$ cat src/rtl/ws2812_frame_serializer.sv
// WS2812 single-wire serializer.
// Captures a full GRB frame on a start edge. Shifts it out MSB first with
// WS2812 high/low bit timing, then holds the line low for the latch gap.
module ws2812_frame_serializer #(
  parameter int NUM_LEDS = 5,
  parameter int T_BIT    = 125,
  parameter int T0H      = 40,
  parameter int T1H      = 80,
  parameter int T_RST    = 6000
) (
  input  logic                    clk,
  input  logic                    reset,
  input  logic [24*NUM_LEDS-1:0]  frame_in,
  input  logic                    start,
  output logic                    dout,
  output logic                    busy,
  output logic                    done
);

  localparam int FRAME_W = 24 * NUM_LEDS;
  localparam int BIT_CW  = $clog2(FRAME_W + 1);
  localparam int CYC_MAX = (T_BIT > T_RST) ? T_BIT : T_RST;
  localparam int CYC_CW  = $clog2(CYC_MAX + 1);

  typedef enum logic [1:0] {
    IDLE  = 2'd0,
    SEND  = 2'd1,
    LATCH = 2'd2
  } state_t;

  state_t               state_q, state_d;
  logic [FRAME_W-1:0]   sr_q, sr_d;
  logic [BIT_CW-1:0]    bit_cnt_q, bit_cnt_d;
  logic [CYC_CW-1:0]    cyc_cnt_q, cyc_cnt_d;
  logic                 dout_q, dout_d;
  logic                 busy_q, busy_d;
  logic                 done_q, done_d;
  logic                 start_q;
  logic                 armed_q;
  logic                 start_edge;

  // High time of the bit currently at the head of the shift register.
  function automatic logic [CYC_CW-1:0] high_len(input logic bit_val);
    return bit_val ? CYC_CW'(T1H) : CYC_CW'(T0H);
  endfunction

  // armed_q blocks the first cycle after reset. A start level held across
  // reset release is loaded into start_q first, so it is not seen as an edge.
  assign start_edge = start & ~start_q & armed_q;

  // Control registers: FSM state, counters, start history and the outputs.
  always_ff @(posedge clk) begin
    if (reset) begin
      state_q   <= IDLE;
      bit_cnt_q <= '0;
      cyc_cnt_q <= '0;
      dout_q    <= 1'b0;
      busy_q    <= 1'b0;
      done_q    <= 1'b0;
      start_q   <= 1'b0;
      armed_q   <= 1'b0;
    end else begin
      state_q   <= state_d;
      bit_cnt_q <= bit_cnt_d;
      cyc_cnt_q <= cyc_cnt_d;
      dout_q    <= dout_d;
      busy_q    <= busy_d;
      done_q    <= done_d;
      start_q   <= start;
      armed_q   <= 1'b1;
    end
  end

  // Frame shift register. It holds data only, so it is not reset.
  always_ff @(posedge clk) begin
    sr_q <= sr_d;
  end

  // Next-state logic. dout_d is the line level for the cycle that follows,
  // so a '0' or '1' pulse covers exactly T0H or T1H cycles of each bit.
  always_comb begin
    state_d   = state_q;
    sr_d      = sr_q;
    bit_cnt_d = bit_cnt_q;
    cyc_cnt_d = cyc_cnt_q;
    dout_d    = 1'b0;
    busy_d    = busy_q;
    done_d    = 1'b0;
    case (state_q)
      IDLE: begin
        if (start_edge) begin
          sr_d      = frame_in;
          bit_cnt_d = '0;
          cyc_cnt_d = '0;
          state_d   = SEND;
          busy_d    = 1'b1;
          dout_d    = 1'b1;
        end
      end
      SEND: begin
        if (cyc_cnt_q == CYC_CW'(T_BIT - 1)) begin
          cyc_cnt_d = '0;
          bit_cnt_d = bit_cnt_q + 1'b1;
          if (bit_cnt_q == BIT_CW'(FRAME_W - 1)) begin
            state_d = LATCH;
            dout_d  = 1'b0;
          end else begin
            sr_d   = {sr_q[FRAME_W-2:0], 1'b0};
            dout_d = 1'b1;
          end
        end else begin
          cyc_cnt_d = cyc_cnt_q + 1'b1;
          dout_d    = ((cyc_cnt_q + 1'b1) < high_len(sr_q[FRAME_W-1]));
        end
      end
      LATCH: begin
        if (cyc_cnt_q == CYC_CW'(T_RST - 1)) begin
          cyc_cnt_d = '0;
          state_d   = IDLE;
          busy_d    = 1'b0;
          done_d    = 1'b1;
        end else begin
          cyc_cnt_d = cyc_cnt_q + 1'b1;
        end
      end
      default: begin
        state_d = IDLE;
        busy_d  = 1'b0;
      end
    endcase
  end

  assign dout = dout_q;
  assign busy = busy_q;
  assign done = done_q;

endmodule
$ cat config.mk
export PLATFORM = sky130hd
export DESIGN_NAME = ws2812_frame_serializer
export DESIGN_NICKNAME = d
export VERILOG_FILES = /design/src/rtl/ws2812_frame_serializer.sv
export SDC_FILE = /design/constraint.sdc
export NUM_CORES = 1
export LEC_CHECK = 0
export BUFFER_PORTS_ARGS = -buffer_cell sky130_fd_sc_hd__clkbuf_2
export CAP_MARGIN = 20
export CELL_PAD_IN_SITES_DETAIL_PLACEMENT = 1
export CELL_PAD_IN_SITES_GLOBAL_PLACEMENT = 1
export CORE_ASPECT_RATIO = 0.5
export CORE_MARGIN = 5
export CORE_UTILIZATION = 49
export DETAILED_ROUTE_END_ITERATION = 16
export GPL_ROUTABILITY_DRIVEN = 0
export HOLD_SLACK_MARGIN = 0.15
export PLACE_DENSITY_LB_ADDON = 0.1
export SETUP_SLACK_MARGIN = 0.2
export SLEW_MARGIN = 20
export SYNTH_ARGS = -nofsm -noshare
export SYNTH_HDL_FRONTEND = slang
export SYNTH_SLANG_ARGS = --single-unit
export TNS_END_PERCENT = 10
$ cat constraint.sdc
create_clock -name clk -period 12.15 [get_ports clk]
set_clock_uncertainty 0.2 [all_clocks]
set_input_delay 0.6075 -clock clk [delete_from_list [all_inputs] [get_ports clk]]
set_output_delay 0.6075 -clock clk [all_outputs]
set_load 0.005 [all_outputs]
==> flow_summary.yaml <==
drt:
  drt_wl_total_mm: 13.9
  antenna_left: 0
  avgRoutedWirePerCell_um: 18.3
  first_pass_iters: 4
  drcViolationCount: 0
  drtIter0Drc: 301
  vias_per_cell: 5.41
  dr_vias: 4098
flow_run:
  drv_cap: 0
power_and_ir_drop:
  powerDensity_mw_per_mm2: 189
  power.ir.vdd_worst_uv: 106
  standby_leakage_power_nw: 2.94
critical_path:
  timing.critical_path.required_ns: 11.99
  timing.reg2reg.setup_slack_ns: 8.32
  cpLargestDelayFamily: "compound AO/OA/AOI/OAI gates"
  reg2regPathDepth: 8
  timing_worst_setup_path_type: "register to register"
  cp-start-kind: "register"
  crit_path_top_cell_by_count: "sky130_fd_sc_hd__inv_1"
  timing.rr.end: "sr_q[4]$_DFFE_PP_"
  crit_slowest_cell: "sky130_fd_sc_hd__a21oi_4"
  timing.critical_path.arrival_ns: 3.68
  critical_path.reg2reg.startpoint: "state_q[1]$_SDFFE_PP0P_"
  cp_num_buf_inv: 3
  path_max_fanout: 90
  timing.critical_path.slowest_cell_delay_ns: 0.84
  timing.critical_path.cells: "inv_1 -> ha_4 -> inv_1 -> a31oi_4 -> nor2_1 -> o21ai_0 -> a21oi_4 -> buf_6"
  endpoint_kind: "register"
clock_network:
  post_cts_resized: 0
  cts.sinks: 147
  cts_tree: "yes"
  cts_buffer_depth: 2
  clock_transition_at_the_registers_of_the_reported_paths_ns: 0.06
  post-cts-setup-buffers: 0
  clk_latency_ns: 0.42
  cts_hold_bufs: 0
  cts_inserted_buffers: 17
  htree_num_levels: 4
  cts_root_buffer: "sky130_fd_sc_hd__clkbuf_16"
global_routing:
  grt_ovf: 0
  number_of_antenna_violations_at_the_first_check_in_global_routing: 0
  grt_pass1_wl_mm: 22.3
  grt_start_max_net_pins: 91
  track_usage_pct: 17.7
  first_global_vias: 4383
worst_hold_path:
  min-delay-path-class: "input pin to register"
  hold_path.startpoint: "start"
  worst_hold_path.num_cells: 2
  min_to: "start_q$_SDFF_PP0_"
layout:
  mostFrequentLayoutCell: "sky130_fd_sc_hd__clkbuf_2"
  layout.filler_cells: 1329
  postLayoutCoreUtil_pct: 59.6
  areaGrowthSynthToFinish_pct: 20.6
  finish.cell_count_without_fillers: 758
  post_route_cells_drive_above_1_share_pct: 49.5
  finalNetCount: 703
  layout.cell_area.non_filler_sq_mm: 0.00797
  n_antenna_cell: 0
  most-common-layout-cells: "sky130_fd_sc_hd__clkbuf_2 (125), sky130_fd_sc_hd__edfxtp_1 (120), sky130_fd_sc_hd__mux2_2 (119)"
floorplan:
  die_height_um: 92.1
  die_width_um: 174
  top_level_ports: 126
  initial_core_util_pct: 49.4
  placeableCoreArea_sq_mm: 0.0134
  placement_rows: 30
  dieArea_sq_mm: 0.0160
placement:
  post-dp-hpwl_mm: 9.16
  number_of_buffer_cells_added_on_primary_ports: 125
  place.detailed.instances: 727
  dpl-instance-area_sq_mm: 0.00740
sta:
  fmax_mhz: 261
  hold_ws_ns: 0.276
  timing_worst_slew_pin_value_ns: 1.00
  finalSetupViolCount: 0
  period_share_pct: 31.6
  finalHoldViolCount: 0
  timing.final.crit_period_ns: 3.83
  finalSetupTns_ns: 0
  setup_repair_after_global_routing_missed_its_margin: "false"
  timing_max_transition_violations_final: 0
  relSlewSlack_pct: 33.1
synthesis:
  syn-mean-instance-area_sq_um: 14.8
  yosysUniqueCellTypes: 50
  syn-cell-area_sq_mm: 0.00660
  asyncSetResetFlopFracSynth_pct: 0
  yosys_warning_total: 0
  synth.yosys.seq_area_share_pct: 62.8
  synthCells: 445
  yosys_most_used_dff: "sky130_fd_sc_hd__edfxtp_1"
  mappedNetlistNets: 578
  synth_edf_count: 120
  postSynthRegisterBits: 147
run_status:
  status: "completed"
==> report_power, final <==
part	switching [mW]	total, mW	leakage (nW)	internal (mW)
clock	0.235	0.507	0.276	0.272
combinational	0.149	0.276	1.32	0.127
sequential	0.0257	0.721	1.34	0.695
total	0.409	1.50	2.94	1.09
==> routing by layer <==
layer / track usage (%) / share of wire [%]
met3: 5.93 / 5.1
met1: 21.5 / 44
met5: 0 / 0
met4: 4.87 / 1.2
met2: 30.2 / 50
==> worst register-to-register path, delay by kind of cell, from the launching register on <==
kind	cells	cell delay (ns)
compound gates	3	1.15
flops	1	0.38
buf+inv	3	1.12
simple gates	1	0.17
fa+ha+maj	1	0.39
==> cells by family (layout without fill, tap and decap cells) <==
family	after synthesis	in the layout	synth area share (%)
xor+xnor	11	11	1.46
flops	147	147	62.8
mux	120	120	20.4
fa+ha+maj	10	10	1.90
buf+inv	29	166	1.82
compound gates	45	45	4.74
simple gates	83	83	6.88
==> per-stage QoR <==
| stage | setup slack (ns) | power [mW] |
|---|---|---|
| after detailed placement | 8.04 | 1.01 |
| after global routing | 7.96 | 1.57 |
| after global placement | 8.12 | 1.00 |
| final | 8.32 | 1.50 |
| after floorplan | 4.20 | 0.951 |
| after CTS | 8.00 | 1.52 |
==> sequential cells by signal, summed over array words and instances (netlist names) <==
register and cells:
state_q 2, armed_q 1, busy 1, cyc_cnt_q 13
start_q 1, sr_q 120, done 1, dout 1
bit_cnt_q 7
==> worst max-delay path by stage <==
stage	from	endpoint	slack [ns]	cells past startpoint
global placement	state_q[1]$_SDFFE_PP0P_	sr_q[52]$_DFFE_PP_	8.12	8
floorplan	state_q[1]$_SDFFE_PP0P_	sr_q[0]$_SDFFCE_PP0P_	4.20	6
finish	state_q[1]$_SDFFE_PP0P_	sr_q[4]$_DFFE_PP_	8.32	8
CTS	state_q[1]$_SDFFE_PP0P_	sr_q[18]$_DFFE_PP_	8.00	8
global route	state_q[1]$_SDFFE_PP0P_	sr_q[86]$_DFFE_PP_	7.96	8
detailed placement	state_q[1]$_SDFFE_PP0P_	sr_q[53]$_DFFE_PP_	8.04	8
==> Yosys cell counts, types with 2 or more instances <==
master                     number  area (sq um)
sky130_fd_sc_hd__buf_4          2          15.0
sky130_fd_sc_hd__xor2_1         7          61.3
sky130_fd_sc_hd__nor3_1         7          35.0
sky130_fd_sc_hd__edfxtp_1     120          3600
sky130_fd_sc_hd__buf_2          3          15.0
sky130_fd_sc_hd__and4bb_1       2          25.0
sky130_fd_sc_hd__ha_1          10           125
sky130_fd_sc_hd__a21oi_1        9          45.0
sky130_fd_sc_hd__nor3b_1        2          15.0
sky130_fd_sc_hd__nand2_1       11          41.3
sky130_fd_sc_hd__nand3_1        7          35.0
sky130_fd_sc_hd__dfxtp_1       27           541
sky130_fd_sc_hd__mux2_2       119          1340
sky130_fd_sc_hd__and3_2         2          15.0
sky130_fd_sc_hd__and3_1         4          25.0
sky130_fd_sc_hd__nand4_1        9          56.3
sky130_fd_sc_hd__o21ai_0       15          75.1
sky130_fd_sc_hd__nor2b_1        3          18.8
sky130_fd_sc_hd__nor2_1        22          82.6
sky130_fd_sc_hd__o31ai_1        6          45.0
sky130_fd_sc_hd__a22oi_1        2          15.0
sky130_fd_sc_hd__nand2b_1       3          18.8
sky130_fd_sc_hd__xnor2_1        4          35.0
sky130_fd_sc_hd__inv_1          8          30.0
sky130_fd_sc_hd__clkbuf_1      13          48.8
sky130_fd_sc_hd__a31oi_1        2          12.5
sky130_fd_sc_hd__buf_1          3          11.3
==> final cells by class <==
| cell class | instances | area (sq um) | share of cell area [%] |
|---|---|---|---|
| clock buffers | 17 | 425 | 5.34 |
| clock inverters | 14 | 139 | 1.74 |
| inverters | 8 | 30.0 | 0.377 |
| multi-input cells | 269 | 2360 | 29.7 |
| flip-flops and latches | 147 | 4140 | 52.0 |
| well taps | 176 | 220 | 2.76 |
| repair buffers | 127 | 644 | 8.09 |
Note: power is estimated with default switching activity, not from simulation.
